**config.mk**
```make
export PLATFORM = sky130hd
export DESIGN_NAME = demux_stream
export DESIGN_NICKNAME = d
export VERILOG_FILES = /design/src/rtl/demux_stream_pkg.sv /design/src/rtl/demux_fifo.sv /design/src/rtl/demux_stream.sv
export SDC_FILE = /design/constraint.sdc
export NUM_CORES = 1
export LEC_CHECK = 0
export CAP_MARGIN = 10
export CELL_PAD_IN_SITES_DETAIL_PLACEMENT = 0
export CELL_PAD_IN_SITES_GLOBAL_PLACEMENT = 2
export CORE_MARGIN = 2
export CORE_UTILIZATION = 44
export CTS_CLUSTER_SIZE = 40
export DETAILED_ROUTE_END_ITERATION = 8
export PLACE_DENSITY_LB_ADDON = 0.1
export SLEW_MARGIN = 5
export SYNTH_ARGS = -nofsm -noshare
export SYNTH_HDL_FRONTEND = slang
export SYNTH_HIERARCHICAL = 1
export SYNTH_SLANG_ARGS = --single-unit
```
**constraint.sdc**
```tcl
create_clock -name clk -period 4.4 [get_ports clk]
set_input_delay 0.66 -clock clk [delete_from_list [all_inputs] [get_ports clk]]
set_output_delay 0.66 -clock clk [all_outputs]
set_load 0.005 [all_outputs]
```
**src/rtl/demux_stream_pkg.sv**
```systemverilog
// Shared constants for the demux_stream block: default sizes, counter width
// and the destination-select encoding.
package demux_stream_pkg;
    localparam int   DEMUX_WIDTH_DEF = 32;
    localparam int   DEMUX_DEPTH_DEF = 4;
    localparam int   CNT_WIDTH       = 16;
    localparam logic PORT0           = 1'b0;
    localparam logic PORT1           = 1'b1;
endpackage

```
**src/rtl/demux_fifo.sv**
```systemverilog
// Synchronous FIFO with push/pop, full/empty flags and a registered head entry.
// Storage is not cleared on reset; only pointers and occupancy are.
module demux_fifo
    import demux_stream_pkg::*;
#(
    parameter int WIDTH = DEMUX_WIDTH_DEF,
    parameter int DEPTH = DEMUX_DEPTH_DEF
) (
    input  logic             clk,
    input  logic             rst,
    input  logic             i_push,
    input  logic [WIDTH-1:0] i_data,
    input  logic             i_pop,
    output logic             o_full,
    output logic             o_empty,
    output logic [WIDTH-1:0] o_head
);
    localparam int AW = $clog2(DEPTH);

    logic [WIDTH-1:0] r_mem [DEPTH];
    logic [AW-1:0]    r_wptr;
    logic [AW-1:0]    r_rptr;
    logic [AW:0]      r_count;
    logic             w_push;
    logic             w_pop;

    assign o_full  = (r_count == (AW+1)'(DEPTH));
    assign o_empty = (r_count == '0);
    assign o_head  = r_mem[r_rptr];
    assign w_push  = i_push && !o_full;
    assign w_pop   = i_pop && !o_empty;

    always_ff @(posedge clk) begin
        if (w_push && !rst)
            r_mem[r_wptr] <= i_data;
    end

    // Pointers wrap naturally since DEPTH is a power of two.
    always_ff @(posedge clk) begin
        if (rst) begin
            r_wptr  <= '0;
            r_rptr  <= '0;
            r_count <= '0;
        end else begin
            if (w_push) r_wptr <= r_wptr + 1'b1;
            if (w_pop)  r_rptr <= r_rptr + 1'b1;
            case ({w_push, w_pop})
                2'b10:   r_count <= r_count + 1'b1;
                2'b01:   r_count <= r_count - 1'b1;
                default: r_count <= r_count;
            endcase
        end
    end
endmodule

```
**src/rtl/demux_stream.sv**
```systemverilog
// One-to-two stream demux: each input word is steered by in_sel into one of two
// independent FIFOs. Optional delivery counters enabled by DEMUX_STREAM_CNT_EN.
module demux_stream
    import demux_stream_pkg::*;
#(
    parameter int WIDTH = DEMUX_WIDTH_DEF,
    parameter int DEPTH = DEMUX_DEPTH_DEF
) (
    input  logic                 clk,
    input  logic                 rst,
    input  logic [WIDTH-1:0]     in_data,
    input  logic                 in_sel,
    input  logic                 in_valid,
    output logic                 in_ready,
    output logic [WIDTH-1:0]     out0_data,
    output logic                 out0_valid,
    input  logic                 out0_ready,
    output logic [WIDTH-1:0]     out1_data,
    output logic                 out1_valid,
`ifdef DEMUX_STREAM_CNT_EN
    input  logic                 out1_ready,
    output logic [CNT_WIDTH-1:0] cnt0,
    output logic [CNT_WIDTH-1:0] cnt1
`else
    input  logic                 out1_ready
`endif
);
    logic w_full0, w_full1, w_empty0, w_empty1;
    logic w_push0, w_push1, w_pop0, w_pop1;

    // Ready looks only at the selected FIFO's full flag, never at downstream ready.
    assign in_ready   = !rst && ((in_sel == PORT1) ? !w_full1 : !w_full0);
    assign w_push0    = in_valid && in_ready && (in_sel == PORT0);
    assign w_push1    = in_valid && in_ready && (in_sel == PORT1);
    assign out0_valid = !w_empty0;
    assign out1_valid = !w_empty1;
    assign w_pop0     = out0_valid && out0_ready && !rst;
    assign w_pop1     = out1_valid && out1_ready && !rst;

    demux_fifo #(.WIDTH(WIDTH), .DEPTH(DEPTH)) u_fifo0 (
        .clk(clk), .rst(rst), .i_push(w_push0), .i_data(in_data), .i_pop(w_pop0),
        .o_full(w_full0), .o_empty(w_empty0), .o_head(out0_data)
    );

    demux_fifo #(.WIDTH(WIDTH), .DEPTH(DEPTH)) u_fifo1 (
        .clk(clk), .rst(rst), .i_push(w_push1), .i_data(in_data), .i_pop(w_pop1),
        .o_full(w_full1), .o_empty(w_empty1), .o_head(out1_data)
    );

`ifdef DEMUX_STREAM_CNT_EN
    logic [CNT_WIDTH-1:0] r_cnt0, r_cnt1;

    always_ff @(posedge clk) begin
        if (rst) begin
            r_cnt0 <= '0;
            r_cnt1 <= '0;
        end else begin
            if (w_pop0) r_cnt0 <= r_cnt0 + 1'b1;
            if (w_pop1) r_cnt1 <= r_cnt1 + 1'b1;
        end
    end

    assign cnt0 = r_cnt0;
    assign cnt1 = r_cnt1;
`endif
endmodule

```
==> impl_results.md, run 1 <==
* Clock transition at path regs at 0.06 ns
* Worst path arrival time at 2.75 ns
* Sequential cell fraction of total power at 55.6%
* Pwr/cell area at 410 nW/um^2
* CTS sink cnt at 274
* Class of the tightest hold or removal check: reg -> reg
* Area of all sequential standard cells at 8050 um^2
* Depth of the CTS H-tree at 1
* Number of buffers created by CTS at 28
* Width of the die at 157 um
* Final layout net count at 632
* Share of cells above drive strength 1 at 20.8%
* Global-route wire length before repair at 29.6 mm
* Critical path class: reg -> out
* Quantity of hold-fixing buffers added after cts at 0
* Number of gates given a new drive strength after cts at 0
* Area occupied by multi-input gates at 2090 um^2
* Combinational group share of total power at 2.8%
* CORE AREA at 23300 um^2
* Max Clock Skew at 0.00892 ns
* Total Power at 5.17 mW
* Avg WL per Cell at 21.1 um
* Max-Cap Viols at 0
* Routing usage on met2 at 25.9%
* Crit start category: flip-flop
* Synthesis Warnings at 6
* Net Sw Power at 0.996 mW
* Critical path data required time at 3.74 ns
* Pin count of the biggest net entering global routing at 33
* Final Routed Wirelength at 19.4 mm
* Number of global-route vias before repair at 5111
* Post-DRT Antenna Nets at 0
* Total I/O pin count at 105
* Delay of the slowest cell on the worst path at 0.84 ns
* Sum of negative setup slack at 0 ns
* Root buf cell: clkbuf_16
* Final worst-path setup slack at 0.995 ns
* Final cell area excluding filler cells at 12600 um^2
* Post-synthesis cell type count at 28
* Final Max Slew Viols at 0
* Cell area after technology mapping at 10400 um^2
* Most Crowded Layer GR: met2
* Via-to-Cell Ratio at 5.15
* Status: finished, final reports clean
* Total number of vias at 4742
* Top fanout value on the critical path at 18
* Post-route clock period utilization at 77.4%
* Number of rows in the core area at 56
* Commonest non-fill, non-tap cell in the layout: edfxtp_1
* Slew at the pin closest to its max-slew limit at 1.01 ns
* Synthesis-to-layout area growth at 21.6%
* Cell-internal power at 4.17 mW
* Starting density of the core at 44.5%
* Static leakage power at 3.94 nW
* GRT Residual Overflow at 0
* Part of the Yosys area used for sequential elements at 77.7%
* Filler cell count in the final layout at 1862
* Detailed-routing iteration count for the pre-antenna-repair pass at 4
* Fin Hold WS at 0.489 ns
* Post-CTS Setup Inserts at 0
* Buffers added on ports at 104
* Die Ht at 157 um
* Place WS at 1.16 ns
* Slowest-stage cell, CP: dfxtp_2
* Number of setup violations in the final report at 0
* Critical Path End Type: output port
* Placed cell areas at 11800 um^2
* Instance count of the mapped netlist at 450
* Largest voltage drop on the vdd net at 0.247 mV
* Period minus WS final at 3.41 ns
* Post-route DRC at 0
* Cell-by-cell listing of the critical path: buf_4, mux4_2, clkdlybuf4s50_1
* Die area at 24800 um^2
* Post-detail-place hpwl at 11.0 mm
* Clock network latency to the later pin of the worst-skew pair at 0.53 ns
* Number of antenna diodes at 0
* Gpl congestion at 0.694
* Timing-limited maximum frequency at 294 MHz
* CTS Buffer Depth at 3
* Average cell area after synthesis at 23.0 um^2
* Antenna violations before repair at 0
* CTS tree: done
* Total nets after synthesis at 500
* Met3 Resource Use GR at 2.59%
* Unrepaired setup endpoints after global routing: no
* Headroom to the max-slew limit at 32.7%
* Switching part of the total at 19.3%
* Final count of hold timing violations at 0
* Total Routing Usage GR at 16.2%
* Met1 Resource Use GR at 23.4%
* Number of synthesized register bits at 274
* 1st-iter DRT viols at 267
* Commonest non-fill, non-tap cells in the layout: edfxtp_1 (256), clkdlybuf4s50_1 (104), mux4_2 (60), clkbuf_16 (28)
* Part of the power in the clock network at 41.6%
[cell families after synthesis]
logic type / after synthesis / synth area share [%]
flops: 274 / 77.7
mux: 66 / 14.3
simple gates: 41 / 2.55
buf+inv: 34 / 2.47
compound gates: 17 / 0.894
fa+ha+maj: 12 / 1.60
xor+xnor: 6 / 0.508
[critical path, delay by kind of cell, from the launching register on]
family,cells,cell delay [ns]
buffers and inverters,2,0.83
flip-flops,1,0.84
multiplexers,1,0.53
[synthesized netlist by cell type]
library cell  instances  area (um^2)
nand2b_1              6         37.5
nor3b_2               2         25.0
o31ai_1               2         15.0
ha_1                 10          125
mux4_1                4          105
inv_1                16         60.1
nor4b_2               1         15.0
nor2_1               10         37.5
buf_12                6          120
dfxtp_1              18          360
a21oi_1               8         40.0
or3_1                 6         37.5
and4bb_1              1         12.5
fa_1                  2         40.0
xor2_1                6         52.6
buf_4                 2         15.0
nor3b_1              10         75.1
buf_2                 6         30.0
o21ai_0               6         30.0
mux4_2               60         1350
a211oi_1              1         7.51
clkbuf_1              2         7.51
nand2_1               2         7.51
edfxtp_1            256         7690
nor2b_1               1         6.26
mux2i_1               2         20.0
buf_6                 2         22.5
nor3_1                2         10.0
[path summary, 6_finish.rpt]
kind | start | to | slack, ns | cells past startpoint
worst min register to register | u_fifo1/r_rptr[1]$_SDFFE_PP0P_ | flip-flop | 0.49 | 2
worst min-delay path | u_fifo1/r_rptr[1]$_SDFFE_PP0P_ | flip-flop | 0.49 | 2
worst max register to register | u_fifo1/r_count[2]$_SDFFE_PP0P_ | u_fifo1/r_count[2]$_SDFFE_PP0P_ | 1.80 | 9
worst max-delay path | flip-flop | out1_data[1] | 0.99 | 3
[flip-flops by register name, indices dropped and copies added (netlist names), named ones only]
register and flops:
u_fifo0/r_count 3, u_fifo0/r_mem 128, u_fifo0/r_rptr 2, u_fifo0/r_wptr 2, u_fifo1/r_count 3, u_fifo1/r_mem 128
u_fifo1/r_rptr 2, u_fifo1/r_wptr 2
[per-stage QoR]
stage / util, % / cells
6_report: 54.1 / 921
4_1_cts: 54.1 / 921
3_5_place_dp: 50.6 / 871
2_1_floorplan: - / 450
5_1_grt: 54.1 / 921
3_3_place_gp: 50.6 / 871
[cell type report]
cell class	count	area share [%]
Clock buffer	40	5.92
Clock inverter	10	0.676
Inverter	16	0.477
Multi-Input combinational cell	142	16.6
Sequential cell	274	63.9
Tap cell	319	3.17
Timing Repair Buffer	120	9.22
[routing by layer]
metal	routed length, um	share of wire, %	vias to the layer above
li1	-	-	2121
met1	8880	46	2489
met2	9430	48	107
met3	788	4.1	25
met4	347	1.8	0
met5	0	0	-
[power by group through the flow]
| stage | sequential (mW) | combinational [mW] | clock, mW |
|---|---|---|---|
| floorplan | 2.93 | 0.0446 | 0 |
| global placement | 2.93 | 0.141 | 0 |
| detailed placement | 2.93 | 0.146 | 0 |
| CTS | 2.87 | 0.148 | 2.21 |
| global route | 2.87 | 0.159 | 2.30 |
| finish | 2.87 | 0.145 | 2.15 |
(Power assumes the default switching activity.)
==> run 2: changes to the inputs <==
==> constraint.sdc (replaced) <==
create_clock -name clk -period 3.25 [get_ports clk]
set_input_delay 0.4875 -clock clk [delete_from_list [all_inputs] [get_ports clk]]
set_output_delay 0.4875 -clock clk [all_outputs]
set_load 0.005 [all_outputs]
==> impl_results.md, run 2 (synthesis gave the netlist of run 1 again) <==
* Share of cells above drive strength 1 at 22.6% (was 20.8%)
* Die area at 24800 um^2 (unchanged)
* Pin count of the biggest net entering global routing at 33 (unchanged)
* Via-to-Cell Ratio at 5.13 (was 5.15)
* Filler cell count in the final layout at 1800 (was 1862)
* Class of the tightest hold or removal check: reg -> reg (unchanged)
* Delay-heaviest family, CP: buffers and inverters (was flip-flops)
* CTS sink cnt at 274 (unchanged)
* Post-CTS Setup Inserts at 0 (unchanged)
* Status: finished, final reports clean (unchanged)
* Synthesis-to-layout area growth at 23.3% (was 21.6%)
* Detailed-routing iteration count for the pre-antenna-repair pass at 6 (was 4)
* Static leakage power at 4.05 nW (was 3.94 nW)
* Number of setup violations in the final report at 0 (unchanged)
* Root buf cell: clkbuf_16 (unchanged)
* Critical path data required time at 2.76 ns (was 3.74 ns)
* Slew at the pin closest to its max-slew limit at 0.546 ns (was 1.01 ns)
* Avg WL per Cell at 21.1 um (about the same)
* Post-route DRC at 0 (unchanged)
* Total number of vias at 4768 (was 4742)
* Post-route clock period utilization at 86.2%
* Clock transition at path regs at 0.05 ns (was 0.06 ns)
* Headroom to the max-slew limit at 63.6% (was 32.7%)
* CORE AREA at 23300 um^2 (unchanged)
* 1st-iter DRT viols at 320 (was 267)
* Area of all sequential standard cells at 8050 um^2 (unchanged)
* Critical Path End Type: output port (unchanged)
* Largest registers: u_fifo0/r_mem (128), u_fifo1/r_mem (128) (unchanged)
* Number of buffers created by CTS at 28 (unchanged)
* Gpl congestion at 0.695 (was 0.694)
* Commonest non-fill, non-tap cell in the layout: edfxtp_1 (unchanged)
* Crit start category: flip-flop (unchanged)
* Critical path class: reg -> out (unchanged)
* Number of gates given a new drive strength after cts at 0 (unchanged)
* Launch instance of the worst register-to-register path: u_fifo0/r_count[2]$_SDFFE_PP0P_ (was u_fifo1/r_count[2]$_SDFFE_PP0P_)
* Fin Hold WS at 0.496 ns (was 0.489 ns)
* Area occupied by multi-input gates at 2120 um^2 (was 2090 um^2)
* Width of the die at 157 um (unchanged)
* Number of global-route vias before repair at 5034 (was 5111)
* Final Max Slew Viols at 0 (unchanged)
* Worst R2R Path Depth at 9 (unchanged)
* Timing-limited maximum frequency at 357 MHz
* Max Clock Skew at 0.00700 ns (was 0.00892 ns)
* Slowest-stage cell, CP: mux4_1 (was dfxtp_2)
* Unrepaired setup endpoints after global routing: no (unchanged)
* GRT Residual Overflow at 0 (unchanged)
* Number of antenna diodes at 0 (unchanged)
* Worst path arrival time at 2.31 ns (was 2.75 ns)
* Worst path depth at 3 (unchanged)
* Crit path buffers/inverters at 2 (unchanged)
* Quantity of hold-fixing buffers added after cts at 0 (unchanged)
* Starting density of the core at 44.5% (unchanged)
* Final Routed Wirelength at 19.7 mm (was 19.4 mm)
* Post-detail-place hpwl at 11.6 mm (was 11.0 mm)
* Total I/O pin count at 105 (unchanged)
* Final layout net count at 639 (was 632)
* Pwr/cell area at 555 nW/um^2 (was 410 nW/um^2)
* Worst setup path endpoint: out0_data[21] (was out1_data[1])
* Post-DRT Antenna Nets at 0 (unchanged)
* Final cell area excluding filler cells at 12800 um^2 (was 12600 um^2)
* Die Ht at 157 um (unchanged)
* CTS Buffer Depth at 3 (unchanged)
* Delay of the slowest cell on the worst path at 0.67 ns (was 0.84 ns)
* Global-route wire length before repair at 29.8 mm (was 29.6 mm)
* Top fanout value on the critical path at 32 (was 18)
* Commonest non-fill, non-tap cells in the layout: edfxtp_1 (256), clkdlybuf4s50_1 (104), mux4_2 (60), clkbuf_16 (28), buf_4 (20) (was edfxtp_1 (256), clkdlybuf4s50_1 (104), mux4_2 (60), clkbuf_16 (28))
* Buffers added on ports at 104 (unchanged)
* Largest voltage drop on the vdd net at 0.394 mV (was 0.247 mV)
* Final count of hold timing violations at 0 (unchanged)
* Period minus WS final at 2.80 ns
* Sum of negative setup slack at 0 ns (unchanged)
* Max-Cap Viols at 0 (unchanged)
* Clock network latency to the later pin of the worst-skew pair at 0.52 ns (was 0.53 ns)
* Placed cell areas at 11900 um^2 (was 11800 um^2)
* Antenna violations before repair at 0 (unchanged)
* Reg-to-Reg End: u_fifo0/r_count[2]$_SDFFE_PP0P_ (was u_fifo1/r_count[2]$_SDFFE_PP0P_)
* Slack of the worst reg-to-reg path at 0.80 ns (was 1.80 ns)
* Cell-by-cell listing of the critical path: buf_12, mux4_1, clkdlybuf4s50_1 (was buf_4, mux4_2, clkdlybuf4s50_1)
* Depth of the CTS H-tree at 1 (unchanged)
* CTS tree: done (unchanged)
* Total Routing Usage GR at 16.3% (was 16.2%)
* Number of rows in the core area at 56 (unchanged)
[run 2: layout make-up]
type                    instances  share of cell area [%]
clock buffers                  40                    6.16
flip-flops and latches        274                    63.1
clock inverters                12                   0.774
repair buffers                127                    9.80
inverters                      16                   0.471
well taps                     319                    3.13
multi-input cells             142                    16.6
[run 2: report_power, final]
part           leakage [nW]  switching, mW  total, mW  internal (mW)
registers              2.45        0.00906       3.89           3.88
logic                  1.16         0.0993      0.203          0.103
clock network         0.434           1.23       2.99           1.76
[run 2: worst min-delay path: stages, from the launching register on]
cell and delay (ns):
dfxtp_1 0.31, o21ai_0 0.07, a21oi_1 0.07
[run 2: metal layers]
| layer | GRT usage, % | vias up | wire, um | share of wire (%) |
|---|---|---|---|---|
| met1 | 23.4 | 2496 | 8870 | 45 |
| met5 | 0 | - | 0 | 0 |
| met3 | 2.42 | 19 | 900 | 4.6 |
| met4 | 3.90 | 0 | 260 | 1.3 |
| met2 | 26.8 | 115 | 9630 | 49 |
| li1 | - | 2138 | - | - |
[run 2: stage by stage]
stage                     utilization [%]  total power [mW]  cells  setup WS [ns]
final                                54.9              7.08    930          0.449
after floorplan                         -              4.02    450         -0.617
after global routing                 54.9              7.34    930          0.334
after detailed placement             51.1              4.17    878          0.193
after CTS                            54.9              7.18    930          0.385
after global placement               51.1              4.16    878          0.259
[run 2: worst min-delay path by stage]
stage	from	end	slack, ns	depth (start not counted)
detailed placement	u_fifo0/r_rptr[1]$_SDFFE_PP0P_	flip-flop	0.50	2
global placement	u_fifo0/r_rptr[1]$_SDFFE_PP0P_	flip-flop	0.46	2
finish	u_fifo0/r_rptr[1]$_SDFFE_PP0P_	flip-flop	0.50	2
floorplan	u_fifo0/r_rptr[1]$_SDFFE_PP0P_	flip-flop	0.46	2
CTS	u_fifo0/r_rptr[1]$_SDFFE_PP0P_	flip-flop	0.50	2
global route	u_fifo0/r_count[2]$_SDFFE_PP0P_	u_fifo0/r_count[2]$_SDFFE_PP0P_	0.55	2
==> run 3: changes to the inputs <==
--- a/config.mk
+++ b/config.mk
@@ -13,6 +13,7 @@
 export CTS_CLUSTER_SIZE = 40
 export DETAILED_ROUTE_END_ITERATION = 8
 export PLACE_DENSITY_LB_ADDON = 0.1
+export RECOVER_POWER = 100
 export SLEW_MARGIN = 5
 export SYNTH_ARGS = -nofsm -noshare
 export SYNTH_HDL_FRONTEND = slang
==> impl_results.md, run 3 (synthesis gave the netlist of run 1 again) <==
* Placed cell areas at 11900 um^2 (unchanged)
* Number of setup violations in the final report at 0 (unchanged)
* Final cell area excluding filler cells at 12600 um^2 (was 12800 um^2)
* Post-route clock period utilization at 90.2% (was 86.2%)
* CTS tree: done (unchanged)
* Place WS at 0.193 ns (unchanged)
* Number of rows in the core area at 56 (unchanged)
* Total I/O pin count at 105 (unchanged)
* Final layout net count at 639 (unchanged)
* Area of all sequential standard cells at 8050 um^2 (unchanged)
* CORE AREA at 23300 um^2 (unchanged)
* Unrepaired setup endpoints after global routing: no (unchanged)
* Worst path arrival time at 2.44 ns (was 2.31 ns)
* Total number of vias at 4770 (was 4768)
* Starting density of the core at 44.5% (unchanged)
* Commonest non-fill, non-tap cell in the layout: edfxtp_1 (unchanged)
* Die Ht at 157 um (unchanged)
* Post-DRT Antenna Nets at 0 (unchanged)
* Post-detail-place hpwl at 11.6 mm (unchanged)
* Root buf cell: clkbuf_16 (unchanged)
* Quantity of hold-fixing buffers added after cts at 0 (unchanged)
* Final count of hold timing violations at 0 (unchanged)
* Number of buffers created by CTS at 28 (unchanged)
* Headroom to the max-slew limit at 27.5% (was 63.6%)
* Status: finished, final reports clean (unchanged)
* 1st-iter DRT viols at 307 (was 320)
* Period minus WS final at 2.93 ns (was 2.80 ns)
* Detailed-routing iteration count for the pre-antenna-repair pass at 6 (unchanged)
* Number of placed instances with taps included at 878 (unchanged)
* Slew at the pin closest to its max-slew limit at 1.09 ns (was 0.546 ns)
* Final worst-path setup slack at 0.319 ns (was 0.449 ns)
* Post-CTS Setup Inserts at 0 (unchanged)
* Filler cell count in the final layout at 1819 (was 1800)
* Clock network latency to the later pin of the worst-skew pair at 0.52 ns (about the same)
* Max-Cap Viols at 0 (unchanged)
* Pwr/cell area at 558 nW/um^2 (was 555 nW/um^2)
* Width of the die at 157 um (unchanged)
* Avg WL per Cell at 21.1 um (about the same)
* Area occupied by multi-input gates at 2050 um^2 (was 2120 um^2)
* Crit start category: flip-flop (unchanged)
* Share of cells above drive strength 1 at 20.3% (was 22.6%)
* Number of gates given a new drive strength after cts at 0 (unchanged)
* Antenna violations before repair at 0 (unchanged)
* Final Max Slew Viols at 0 (unchanged)
* Pin count of the biggest net entering global routing at 33 (unchanged)
* Gpl congestion at 0.695 (unchanged)
* Largest voltage drop on the vdd net at 0.394 mV (about the same)
* Depth of the CTS H-tree at 1 (unchanged)
* Non-filler cells in the finished layout at 930 (unchanged)
* CTS Buffer Depth at 3 (unchanged)
* CTS sink cnt at 274 (unchanged)
* Total Routing Usage GR at 16.3% (unchanged)
* Buffers added on ports at 104 (unchanged)
* Clock transition at path regs at 0.05 ns (about the same)
* Critical path class: reg -> out (unchanged)
* Number of antenna diodes at 0 (unchanged)
* Sum of negative setup slack at 0 ns (unchanged)
* Commonest non-fill, non-tap cells in the layout: edfxtp_1 (256), dlygate4sd3_1 (97), mux4_2 (60), clkbuf_16 (28), inv_1 (16) (was edfxtp_1 (256), clkdlybuf4s50_1 (104), mux4_2 (60), clkbuf_16 (28), buf_4 (20))
* Die area at 24800 um^2 (unchanged)
* Post-route DRC at 0 (unchanged)
* Final Routed Wirelength at 19.6 mm (was 19.7 mm)
* Synthesis-to-layout area growth at 22.2% (was 23.3%)
* Critical path data required time at 2.76 ns (about the same)
* Class of the tightest hold or removal check: reg -> reg (unchanged)
* Critical Path End Type: output port (unchanged)
* Static leakage power at 4.01 nW (was 4.05 nW)
* Max Clock Skew at 0.00633 ns (was 0.00700 ns)
* Largest registers: u_fifo0/r_mem (128), u_fifo1/r_mem (128) (unchanged)
* Total Power at 7.06 mW (was 7.08 mW)
* Number of global-route vias before repair at 5034 (unchanged)
* Top fanout value on the critical path at 32 (unchanged)
* GRT Residual Overflow at 0 (unchanged)
* Timing-limited maximum frequency at 341 MHz (was 357 MHz)
* Via-to-Cell Ratio at 5.13 (about the same)
* Global-route wire length before repair at 29.8 mm (unchanged)
[run 3: cell count changes in the layout (fill, tap and decap cells not counted), sizes merged]
cell | previous run | this run
clkdlybuf4s50 | 104 | 7
dlygate4sd3 | 0 | 97
clkbuf | 40 | 52
buf | 23 | 11
[run 3: layer usage]
layer / vias to the layer above / track usage (%) / wire length, um
met3: 19 / 2.42 / 897
met4: 0 / 3.90 / 260
met5: - / 0 / 0
met2: 116 / 26.8 / 9620
met1: 2500 / 23.4 / 8810
li1: 2135 / - / -
[run 3: worst max-delay path: stages (launching register included)]
cell,delay (ns)
dfxtp_2,0.33
buf_12,0.28
mux4_1,0.66
dlygate4sd3_1,0.61
[run 3: cell type report]
class	count	share of cell area (%)
Clock buffer	40	6.21
Clock inverter	12	0.781
Inverter	16	0.475
Multi-Input combinational cell	142	16.2
Sequential cell	274	63.7
Tap cell	319	3.16
Timing Repair Buffer	127	9.47
[run 3: path summary, 6_finish.rpt]
kind	startpoint	cells after the start	slack [ns]	endpoint
worst max-delay path	flip-flop	3	0.32	out0_data[21]
worst max register to register	u_fifo1/r_count[2]$_SDFFE_PP0P_	6	0.54	u_fifo1/r_mem[2][10]$_DFFE_PP_
worst min-delay path	u_fifo0/r_rptr[1]$_SDFFE_PP0P_	2	0.50	flip-flop
worst min register to register	u_fifo0/r_rptr[1]$_SDFFE_PP0P_	2	0.50	flip-flop
[run 3: metrics by stage]
stage | utilization, % | hold slack [ns]
after floorplan | - | 0.459
after global placement | 51.1 | 0.464
after detailed placement | 51.1 | 0.495
after CTS | 54.9 | 0.505
after global routing | 54.4 | 0.548
final | 54.4 | 0.496
[run 3: where the power goes]
group	total (mW)	internal [mW]	leakage [nW]	switching, mW
combinational	0.181	0.0854	1.12	0.0952
sequential	3.89	3.88	2.45	0.00907
clock	3.00	1.76	0.434	1.23
